$ cat src/rtl/gbe_tx_arb_pkg.sv
// ============================================================================
// Module      : gbe_tx_arb_pkg
// Description : Shared types and helpers for the GbE UDP transmit arbiter.
// Revision    : 1.0 - initial release
// ============================================================================
`default_nettype none

package gbe_tx_arb_pkg;

    localparam int c_MAX_REQ = 8;

    typedef enum logic [1:0] {
        IDLE  = 2'd0,
        XFER  = 2'd1,
        DRAIN = 2'd2,
        GAP   = 2'd3
    } arb_state_t;

    // Width of a counter that must be able to hold max_val itself.
    function automatic int cnt_width(input int max_val);
        return $clog2(max_val + 1);
    endfunction

    // First set bit of pending at or after ptr, searching cyclically over num_req lanes.
    function automatic logic [c_MAX_REQ-1:0] rr_pick(
        input logic [c_MAX_REQ-1:0] pending,
        input logic [2:0]           ptr,
        input int                   num_req
    );
        logic [c_MAX_REQ-1:0] grant;
        int                   idx;
        grant = '0;
        for (int k = 0; k < c_MAX_REQ; k++) begin
            idx = (int'(ptr) + k) % num_req;
            if ((k < num_req) && (grant == '0) && pending[idx[2:0]]) begin
                grant[idx[2:0]] = 1'b1;
            end
        end
        return grant;
    endfunction

endpackage

`default_nettype wire

$ cat src/rtl/gbe_tx_rr_pick.sv
// ============================================================================
// Module      : gbe_tx_rr_pick
// Description : Combinational round-robin priority encoder (one-hot grant).
// Revision    : 1.0 - initial release
// ============================================================================
`default_nettype none

module gbe_tx_rr_pick
    import gbe_tx_arb_pkg::*;
#(
    parameter int NUM_REQ = 4,
    parameter int PTR_W   = 2
)(
    input  logic [NUM_REQ-1:0] pending,
    input  logic [PTR_W-1:0]   ptr,
    output logic [NUM_REQ-1:0] grant,
    output logic               valid
);

    logic [c_MAX_REQ-1:0] w_pend_ext;
    logic [2:0]           w_ptr_ext;
    logic [c_MAX_REQ-1:0] w_pick;

    always_comb begin
        w_pend_ext              = '0;
        w_pend_ext[NUM_REQ-1:0] = pending;
        w_ptr_ext               = '0;
        w_ptr_ext[PTR_W-1:0]    = ptr;
        w_pick                  = rr_pick(w_pend_ext, w_ptr_ext, NUM_REQ);
    end

    assign grant = w_pick[NUM_REQ-1:0];
    assign valid = |w_pick;

endmodule

`default_nettype wire

$ cat src/rtl/gbe_tx_arbiter.sv
// ============================================================================
// Module      : gbe_tx_arbiter
// Description : Packet-granular round-robin arbiter feeding the GbE core's
//               8-bit app_tx port; truncates runaway packets and inserts an
//               idle gap. Optional statistics via GBE_TX_ARB_STATS_EN.
// Revision    : 1.0 - initial release
// ============================================================================
`default_nettype none

module gbe_tx_arbiter
    import gbe_tx_arb_pkg::*;
#(
    parameter int NUM_REQ       = 4,
    parameter int MAX_PKT_BYTES = 8192,
    parameter int GAP_CYCLES    = 4
`ifdef GBE_TX_ARB_STATS_EN
    ,
    parameter int CNT_W         = 32
`endif
)(
    input  logic                    app_clk,
    input  logic                    app_tx_rst,
    input  logic [NUM_REQ-1:0]      req_pending,
    input  logic [8*NUM_REQ-1:0]    req_data,
    input  logic [NUM_REQ-1:0]      req_dvld,
    input  logic [NUM_REQ-1:0]      req_eof,
    input  logic [32*NUM_REQ-1:0]   req_destip,
    input  logic [16*NUM_REQ-1:0]   req_destport,
    output logic [NUM_REQ-1:0]      req_ready,
    output logic [NUM_REQ-1:0]      req_grant,
    output logic [7:0]              app_tx_data,
    output logic                    app_tx_dvld,
    output logic                    app_tx_eof,
    output logic [31:0]             app_tx_destip,
    output logic [15:0]             app_tx_destport,
    input  logic                    app_tx_afull,
    input  logic                    app_tx_overflow,
    output logic                    err_trunc,
`ifdef GBE_TX_ARB_STATS_EN
    output logic [NUM_REQ*CNT_W-1:0] stat_pkts,
    output logic [NUM_REQ*CNT_W-1:0] stat_trunc,
`endif
    output logic                    err_overflow
);

    localparam int c_PTR_W  = (NUM_REQ > 1) ? $clog2(NUM_REQ) : 1;
    localparam int c_CNT_BW = cnt_width(MAX_PKT_BYTES);
    localparam int c_GAP_W  = cnt_width(GAP_CYCLES);
    localparam logic [c_CNT_BW-1:0] c_MAX_CNT  = c_CNT_BW'(MAX_PKT_BYTES);
    localparam logic [c_GAP_W-1:0]  c_GAP_LAST = c_GAP_W'(GAP_CYCLES - 1);
    localparam logic [c_PTR_W-1:0]  c_PTR_LAST = c_PTR_W'(NUM_REQ - 1);

    arb_state_t           r_state;
    arb_state_t           w_state_nxt;
    logic [c_PTR_W-1:0]   r_ptr;
    logic [c_PTR_W-1:0]   r_gidx;
    logic [c_PTR_W-1:0]   w_pick_idx;
    logic [c_PTR_W-1:0]   w_ptr_nxt;
    logic [NUM_REQ-1:0]   r_grant;
    logic [NUM_REQ-1:0]   w_pick;
    logic                 w_pick_vld;
    logic [c_CNT_BW-1:0]  r_cnt;
    logic [c_CNT_BW-1:0]  w_cnt_inc;
    logic [c_GAP_W-1:0]   r_gap_cnt;
    logic [7:0]           r_data;
    logic                 r_dvld;
    logic                 r_eof;
    logic                 r_trunc;
    logic                 r_ovf;
    logic [31:0]          r_destip;
    logic [15:0]          r_destport;
    logic [7:0]           w_lane_data;
    logic                 w_lane_eof;
    logic [31:0]          w_new_ip;
    logic [15:0]          w_new_port;
    logic [NUM_REQ-1:0]   w_ready;
    logic                 w_acc;
    logic                 w_hit_max;

    gbe_tx_rr_pick #(
        .NUM_REQ (NUM_REQ),
        .PTR_W   (c_PTR_W)
    ) u_pick (
        .pending (req_pending),
        .ptr     (r_ptr),
        .grant   (w_pick),
        .valid   (w_pick_vld)
    );

    // Lane muxes: data/eof follow the current owner, dest follows the candidate.
    always_comb begin
        w_lane_data = '0;
        w_lane_eof  = 1'b0;
        w_new_ip    = '0;
        w_new_port  = '0;
        w_pick_idx  = '0;
        for (int i = 0; i < NUM_REQ; i++) begin
            if (r_grant[i]) begin
                w_lane_data = w_lane_data | req_data[8*i +: 8];
                w_lane_eof  = w_lane_eof | req_eof[i];
            end
            if (w_pick[i]) begin
                w_new_ip   = w_new_ip | req_destip[32*i +: 32];
                w_new_port = w_new_port | req_destport[16*i +: 16];
                w_pick_idx = w_pick_idx | c_PTR_W'(i);
            end
        end
    end

    // Ready is gated by reset so no beat is consumed while the arbiter is being cleared.
    always_comb begin
        w_ready = '0;
        if (!app_tx_rst) begin
            if (r_state == XFER) begin
                w_ready = app_tx_afull ? '0 : r_grant;
            end else if (r_state == DRAIN) begin
                w_ready = r_grant;
            end
        end
    end

    assign w_acc     = |(req_dvld & w_ready);
    assign w_cnt_inc = r_cnt + 1'b1;
    assign w_hit_max = (w_cnt_inc == c_MAX_CNT);
    assign w_ptr_nxt = (r_gidx == c_PTR_LAST) ? '0 : r_gidx + 1'b1;

    always_comb begin
        w_state_nxt = r_state;
        unique case (r_state)
            IDLE:    if (w_pick_vld) w_state_nxt = XFER;
            XFER: begin
                if (w_acc) begin
                    if (w_lane_eof)     w_state_nxt = GAP;
                    else if (w_hit_max) w_state_nxt = DRAIN;
                end
            end
            DRAIN:   if (w_acc && w_lane_eof) w_state_nxt = GAP;
            GAP:     if (r_gap_cnt == c_GAP_LAST) w_state_nxt = IDLE;
            default: w_state_nxt = IDLE;
        endcase
    end

    always_ff @(posedge app_clk) begin
        if (app_tx_rst) r_state <= IDLE;
        else            r_state <= w_state_nxt;
    end

    always_ff @(posedge app_clk) begin
        if (app_tx_rst) begin
            r_ptr      <= '0;
            r_gidx     <= '0;
            r_grant    <= '0;
            r_cnt      <= '0;
            r_gap_cnt  <= '0;
            r_data     <= '0;
            r_dvld     <= 1'b0;
            r_eof      <= 1'b0;
            r_trunc    <= 1'b0;
            r_ovf      <= 1'b0;
            r_destip   <= '0;
            r_destport <= '0;
        end else begin
            r_dvld  <= 1'b0;
            r_eof   <= 1'b0;
            r_trunc <= 1'b0;
            if (app_tx_overflow) r_ovf <= 1'b1;
            case (r_state)
                IDLE: begin
                    if (w_pick_vld) begin
                        r_grant    <= w_pick;
                        r_gidx     <= w_pick_idx;
                        r_destip   <= w_new_ip;
                        r_destport <= w_new_port;
                        r_cnt      <= '0;
                    end
                end
                XFER: begin
                    if (w_acc) begin
                        r_data <= w_lane_data;
                        r_dvld <= 1'b1;
                        r_cnt  <= w_cnt_inc;
                        if (w_lane_eof) begin
                            r_eof     <= 1'b1;
                            r_ptr     <= w_ptr_nxt;
                            r_grant   <= '0;
                            r_gap_cnt <= '0;
                        end else if (w_hit_max) begin
                            r_eof   <= 1'b1;
                            r_trunc <= 1'b1;
                        end
                    end
                end
                DRAIN: begin
                    if (w_acc && w_lane_eof) begin
                        r_ptr     <= w_ptr_nxt;
                        r_grant   <= '0;
                        r_gap_cnt <= '0;
                    end
                end
                GAP:     r_gap_cnt <= r_gap_cnt + 1'b1;
                default: ;
            endcase
        end
    end

    assign req_ready       = w_ready;
    assign req_grant       = r_grant;
    assign app_tx_data     = r_data;
    assign app_tx_dvld     = r_dvld;
    assign app_tx_eof      = r_eof;
    assign app_tx_destip   = r_destip;
    assign app_tx_destport = r_destport;
    assign err_trunc       = r_trunc;
    assign err_overflow    = r_ovf;

`ifdef GBE_TX_ARB_STATS_EN
    logic w_pkt_done;
    logic w_trunc_evt;

    // A truncated packet is counted once, at the truncation point, not again at its drained eof.
    assign w_pkt_done  = (r_state == XFER) && w_acc && (w_lane_eof || w_hit_max);
    assign w_trunc_evt = (r_state == XFER) && w_acc && !w_lane_eof && w_hit_max;

    for (genvar gi = 0; gi < NUM_REQ; gi++) begin : g_stats
        logic [CNT_W-1:0] r_pkts;
        logic [CNT_W-1:0] r_trunc_cnt;

        always_ff @(posedge app_clk) begin
            if (app_tx_rst) begin
                r_pkts      <= '0;
                r_trunc_cnt <= '0;
            end else begin
                if (w_pkt_done && r_grant[gi])  r_pkts      <= r_pkts + 1'b1;
                if (w_trunc_evt && r_grant[gi]) r_trunc_cnt <= r_trunc_cnt + 1'b1;
            end
        end

        assign stat_pkts[gi*CNT_W +: CNT_W]  = r_pkts;
        assign stat_trunc[gi*CNT_W +: CNT_W] = r_trunc_cnt;
    end
`endif

endmodule

`default_nettype wire
$ cat config.mk
export PLATFORM = sky130hd
export DESIGN_NAME = gbe_tx_arbiter
export DESIGN_NICKNAME = d
export VERILOG_FILES = /design/src/rtl/gbe_tx_arb_pkg.sv /design/src/rtl/gbe_tx_rr_pick.sv /design/src/rtl/gbe_tx_arbiter.sv
export SDC_FILE = /design/constraint.sdc
export NUM_CORES = 1
export LEC_CHECK = 0
export CAP_MARGIN = 20
export CORE_MARGIN = 2
export CORE_UTILIZATION = 39
export DETAILED_ROUTE_END_ITERATION = 10
export GPL_ROUTABILITY_DRIVEN = 0
export PLACE_DENSITY = 0.76
export SLEW_MARGIN = 20
export SYNTH_ARGS = -nofsm -noshare
export SYNTH_HDL_FRONTEND = slang
export SYNTH_SLANG_ARGS = --single-unit
$ cat constraint.sdc
create_clock -name app_clk -period 3.3 [get_ports app_clk]
set_clock_uncertainty 0.15 [all_clocks]
set_input_delay 0.66 -clock app_clk [delete_from_list [all_inputs] [get_ports app_clk]]
set_output_delay 0.66 -clock app_clk [all_outputs]
set_load 0.02 [all_outputs]
==> out/results.txt, run 1 <==
The run finished with clean final reports. Initial antenna violation count: 1. The tools report the end point of the most critical hold path as err_overflow. The vias per cell was 6.126. The tools report the tightest slew margin relative to the limit as 0.5755.

After synthesis the cells add up to 0.006756 mm^2. Sorting the synthesized cells by how often they occur yields 146 x sky130_fd_sc_hd__a22o_1, 87 x sky130_fd_sc_hd__dfxtp_1, 78 x sky130_fd_sc_hd__nor2_1. The startpoint kind of the worst setup timing path was a flip-flop. The tools report the clock tree root buffer cell as sky130_fd_sc_hd__clkbuf_16.

The maximum fanout along the worst path was 19; the sequential share of the synthesized area was 0.2578. Input and output buffers added on the ports amount to 307. The number of cells on the worst reg-to-reg path is 12.

The max-cap check violation count was 0. The source of the worst register-to-register timing path was r_ptr[1]. The worst hold path was traced through 2 stages. In this run the most critical hold path is launched from err_overflow. The run gives 5 as the number of iterations in the first detailed-routing pass.

Yosys printed 0 warnings. For this block, the routed nets add up to 27380 um of wire. The final layout contains 1359 nets. The completed layout was analyzed and its total power is 8632 uW.

Overall die height: 135.6 um. The effective utilization at floorplan is 0.3947, and the H-tree depth is 3. For the residual overflow from global routing, the log shows 0. For the number of setup violations in the final report, the log shows 0. The fill cell instance count of the final layout came out at 1515. The logs give 41990 um for the global-route wire length before repair and 0 for the count of pins over their slew limit. After legalization and detailed placement, the total HPWL measured 19470 um.

In this run, placement finished with an instance count of 1312. TritonCTS built the clock tree. The setup TNS came out at 0 ns. In the post-synthesis netlist, the cell with the most instances is sky130_fd_sc_hd__a22o_1.

After clock tree synthesis, the clock-pin slew on the worst setup and hold paths is 0.06 ns. For the net count of the mapped netlist, the log shows 1052. Clock latency on the worst-skew pair, taken at its later pin, is 0.35 ns.

The tools report the combined global-route utilization of all metal layers as 0.2866. After the first detailed-routing iteration, the DRC count stood at 564. The worst setup path is of the reg2reg kind. The initialized floorplan defines 48 standard-cell rows. After synthesis, the cell types taking the most area are sky130_fd_sc_hd__dfxtp_1 26%, sky130_fd_sc_hd__a22o_1 19%, sky130_fd_sc_hd__a311oi_1 7.4%, sky130_fd_sc_hd__a221oi_1 5.3%, sky130_fd_sc_hd__a21oi_1 4.6%.

The ratio of final minimum period to clock period works out to 0.9699. The width of the die works out to 135.6 um. The area of all placed cells without fillers is 0.01092 mm^2. Subtracting the final worst setup slack from the clock period gives 3.201 ns. The tree built by TritonCTS fans out to 87 sinks. The number of global-route vias before repair is 8047, and the share of synthesized flip-flops with an asynchronous set or reset is 0. At the worst endpoint, the arrival time is 3.31 ns. Buffers inserted to repair hold after CTS numbered 0.

A synthesized cell averages 8.488 um^2. The fmax was 312.4 MHz; the setup slack of the most critical reg-to-reg path was 0.1 ns. The area fraction of the dominant cell type after synthesis is 0.2578. At the pin with the least slew margin, the transition time is 0.6368 ns.

STA classifies the critical path endpoint as a flip-flop. The die covers 0.01839 mm^2. Counting distinct cell types in the post-synthesis netlist gives 75. The residual antenna-violating net count after detailed routing came out at 0. The number of hold violations in the final report came out at 0.

The run gives 2 as the number of buffers between clock root and the deepest sink. The area growth from synthesis to layout is 61.67%. The synthesized netlist cell count was 796. The vias after detailed routing came out at 8166. The synthesized design contains 0 enable-type register cells. The leakage power figure was 0.004076 uW. The number of register bits inferred by synthesis was 87. For the final non-filler cell total, the log shows 1333.

sky130_fd_sc_hd__dfxtp_1 takes more of the synthesized area than any other cell. Kind of path behind the tightest hold check: reg2reg. Dividing the detail-routed wire length by the instance count gives 20.54 um. The ratio of cells with drive above 1 in the final layout was 0.1201. 308 I/O pins were placed. The tools report the area of placed instances as 0.01045 mm^2.

The logs give 0.01712 mm^2 for the placeable core region and 0.09919 ns for the final worst slack. At the worst endpoint, the required time is 3.41 ns. Among all flip-flop cells after synthesis, the most frequent one is sky130_fd_sc_hd__dfxtp_1. For the number of DRC violations after detailed routing, the log shows 0.

Across the VDD grid, the largest voltage drop is 0.0004467 V. Buffers inserted during clock tree synthesis total 9. Power spread over the standard cell area amounts to 790.3 mW/mm^2.

Timing analysis after detailed placement gives a worst setup slack of -0.4457 ns. Entering global routing, the biggest net connects 51 pins. The worst register-to-register path ends at app_tx_destip[16].
==> cells by family after synthesis <==
group           Yosys count  synth area share
mux                      14           0.03037
flops                    87            0.2578
fa+ha+maj                16           0.02963
simple gates            169            0.1217
xor+xnor                  3          0.003890
buf+inv                  98           0.06315
compound gates          409            0.4935
==> cells in the final DEF (no fill, tap or decap), types with 4 or more instances in the layout <==
cell,n
sky130_fd_sc_hd__nand3_1,12
sky130_fd_sc_hd__dfxtp_1,87
sky130_fd_sc_hd__and3_1,10
sky130_fd_sc_hd__o41ai_1,5
sky130_fd_sc_hd__nor3_1,4
sky130_fd_sc_hd__clkdlybuf4s50_1,302
sky130_fd_sc_hd__nor2b_1,4
sky130_fd_sc_hd__a31o_2,4
sky130_fd_sc_hd__a31oi_1,6
sky130_fd_sc_hd__buf_12,14
sky130_fd_sc_hd__o32ai_1,4
sky130_fd_sc_hd__o22ai_1,4
sky130_fd_sc_hd__nor2_1,77
sky130_fd_sc_hd__a311oi_1,57
sky130_fd_sc_hd__a221oi_1,41
sky130_fd_sc_hd__a21oi_1,60
sky130_fd_sc_hd__and2_1,7
sky130_fd_sc_hd__a221oi_2,8
sky130_fd_sc_hd__a22oi_1,21
sky130_fd_sc_hd__clkbuf_16,11
sky130_fd_sc_hd__mux4_2,5
sky130_fd_sc_hd__a21boi_0,4
sky130_fd_sc_hd__a21oi_2,4
sky130_fd_sc_hd__nand2_1,26
sky130_fd_sc_hd__a211oi_1,4
sky130_fd_sc_hd__nand2b_1,4
sky130_fd_sc_hd__ha_1,13
sky130_fd_sc_hd__o21ai_0,10
sky130_fd_sc_hd__inv_1,15
sky130_fd_sc_hd__nand4_1,4
sky130_fd_sc_hd__a22o_1,144
sky130_fd_sc_hd__mux2i_1,7
sky130_fd_sc_hd__buf_4,51
sky130_fd_sc_hd__or4_1,4
==> routing by layer <==
layer  wire [um]  vias up  part of all wire  track usage
met1       10400     3847              0.38       0.3279
li1            -     3888                 -            -
met3        2431       52             0.089      0.06584
met4         674        0             0.025       0.1065
met2       13880      379              0.51       0.5177
met5           0        -                 0            0
==> what timing repair did <==
action,4_1_cts,5_1_grt
pin swaps,0,8
resized for setup,3,14
gates cloned,0,2
setup buffers,0,4
endpoints found under the setup margin,46,53
==> stage by stage <==
stage	hold slack, ns	utilization
2_1_floorplan	0.2996	-
3_3_place_gp	0.2998	0.6105
3_5_place_dp	0.3064	0.6105
4_1_cts	0.3202	0.6302
5_1_grt	0.3670	0.6382
6_report	0.3174	0.6382
==> area by class of cell <==
type,count,area [um^2],share of cell area
diodes,1,2.502,0.0002291
clock buffers,11,232.7,0.02131
clock inverters,4,95.09,0.008706
inverters,17,65.06,0.005956
multi-input cells,611,4679,0.4284
flip-flops and latches,87,1742,0.1594
well taps,225,281.5,0.02577
repair buffers,377,3825,0.3502
==> worst max-delay path, cell delays in order, from the launching register on <==
cell and delay [ns]:
sky130_fd_sc_hd__dfxtp_1 0.35, sky130_fd_sc_hd__clkinv_2 0.08, sky130_fd_sc_hd__buf_4 0.16, sky130_fd_sc_hd__ha_1 0.18, sky130_fd_sc_hd__or4_1 0.55, sky130_fd_sc_hd__a21boi_4 0.25
sky130_fd_sc_hd__a22oi_2 0.14, sky130_fd_sc_hd__and4_4 0.25, sky130_fd_sc_hd__o31ai_4 0.28, sky130_fd_sc_hd__buf_6 0.16, sky130_fd_sc_hd__buf_12 0.17, sky130_fd_sc_hd__a221oi_1 0.09
sky130_fd_sc_hd__a311oi_1 0.29
==> registers in the layout (all words and copies together) (netlist names) <==
register / cells
app_tx_destip: 32
app_tx_destport: 16
r_cnt: 14
app_tx_data: 8
req_grant: 4
r_gap_cnt: 3
r_gidx: 2
r_ptr: 2
r_state: 2
app_tx_dvld: 1
app_tx_eof: 1
err_overflow: 1
err_trunc: 1
==> power by group <==
group          internal [uW]  total (uW)  switching [uW]
Clock                    736        1180             440
Combinational           2770        5950            3180
Sequential              1340        1500             165
Total                   4840        8630            3790
==> worst max path at each step <==
stage / start / end / slack (ns) / cells past startpoint
3_3_place_gp: req_pending[1] / app_tx_destip[17] / -0.27 / 9
6_report: r_ptr[1] / app_tx_destip[16] / 0.1 / 12
5_1_grt: r_ptr[1] / app_tx_destport[7] / -0.01 / 12
3_5_place_dp: req_pending[1] / app_tx_destport[11] / -0.45 / 9
4_1_cts: req_pending[3] / app_tx_destport[9] / 0.02 / 9
2_1_floorplan: r_ptr[0] / app_tx_destip[22] / 0.04 / 12
(Power assumes the default switching activity.)
==> run 2, diff against run 1 <==
Settings changed: CAP_MARGIN 20 to 0.
==> results of run 2 <==
The final DEF is identical to that of run 1; final timing and power are the same.
==> edit, RTL diff (config.mk and constraints of run 1) <==
Encoding of `arb_state_t`: now one-hot (4 bits for 4 states).
--- a/src/rtl/gbe_tx_arb_pkg.sv
+++ b/src/rtl/gbe_tx_arb_pkg.sv
@@ -9,11 +9,11 @@
 
     localparam int c_MAX_REQ = 8;
 
-    typedef enum logic [1:0] {
-        IDLE  = 2'd0,
-        XFER  = 2'd1,
-        DRAIN = 2'd2,
-        GAP   = 2'd3
+    typedef enum logic [3:0] {
+        IDLE  = 4'b0001,
+        XFER  = 4'b0010,
+        DRAIN = 4'b0100,
+        GAP   = 4'b1000
     } arb_state_t;
 
     // Width of a counter that must be able to hold max_val itself.
Formal check against the unedited RTL: same outputs for any inputs over 4 cycles, from zero or initial values and one cycle with app_tx_rst high; so few cycles prove little.
==> edit against run 1 <==
Routed wire length is 4.3% lower. Worst setup slack worse by 0.035 ns. Cell area fell by 4.8%. Synthesized area fell by 5.9%. Die area down 5.7%. Sequential cell count increased by 2. Highest routed layer unchanged.
Power is not compared: it rests on default switching activity, and its combinational part moved more than twofold at a synthesized area within 25%.
==> edit: results (changes against run 1) <==
Synthesis
  – Post-synthesis adder-cell area fraction: 0.0236 (-0.00602)
  – Commonest cells in the netlist: dfxtp_1, nand2_1, a221oi_1
  – Post-Syn Instances: 735 (-7.7%)
  – Yosys cell types: 68 (-9.3%)
  – Synth Area in Compound Gates: 0.423 (-0.0709)
  – Mapped Nets: 987 (-6.2%)

Drt
  – DRT Wirelength: 26.2 mm (-4.3%)
  – DRT iter0 DRCs: 538 (-4.6%)
  – Via Count: 7597 (-7.0%)
  – Wire length per cell: 20.7 µm (+0.58%)
  – Met1 WL: 10.3 mm (-0.62%)

Finish
  – Reg area: 1780 µm² (+2.3%)
  – Fill count: 1344 (-11%)
  – Footprint of the multi-input gates: 4330 µm² (-7.5%)
  – Multi-Input Combinational: 576 (-5.7%)

GRT
  – Routing usage on met2: 0.515 (-0.00255)
  – Largest net degree at the start of global routing: 88 (+73%)

Timing
  – Hold Slack: 0.320 ns (+0.00256 ns)

Critical path
  – Critical-path maximum fanout: 11 (-8)
  – Worst path arrival time: 3.30 ns (about the same)
  – Crit-path slowest cell: mux4_2
  – R2R Setup Slk: 0.13 ns (+0.03 ns)

Outcome
  – Outcome: complete, no violations

Place
  – Placed cell areas: 9940 µm² (-4.8%)
  – Cell count after placement: 1248 (-4.9%)

Clocking
  – CTS sink cnt: 89 (+2.3%)
[edit: cell count changes in the layout (fill, tap and decap cells not counted), sizes merged, moves of 44 or more]
cell	run 1	this run
o21bai	1	51
nor2	78	34
a22o	146	6
a31oi	6	55
a221oi	49	97
nand2	26	82
and2	7	58
[edit: worst max-delay path by stage]
stage / cells past startpoint / endpoint / startpoint / slack (ns)
floorplan: 12 / app_tx_destip[25]$_SDFFE_PP0P_ / r_ptr[0]$_SDFFE_PP0P_ / 0.02
global placement: 9 / app_tx_destip[5]$_SDFFE_PP0P_ / req_pending[1] / -0.16
detailed placement: 10 / app_tx_destip[23]$_SDFFE_PP0P_ / req_pending[1] / -0.27
CTS: 10 / app_tx_destip[23]$_SDFFE_PP0P_ / req_pending[1] / 0.08
global route: 10 / app_tx_destip[18]$_SDFFE_PP0P_ / req_pending[0] / -0.05
finish: 10 / app_tx_destip[18]$_SDFFE_PP0P_ / req_pending[0] / 0.06
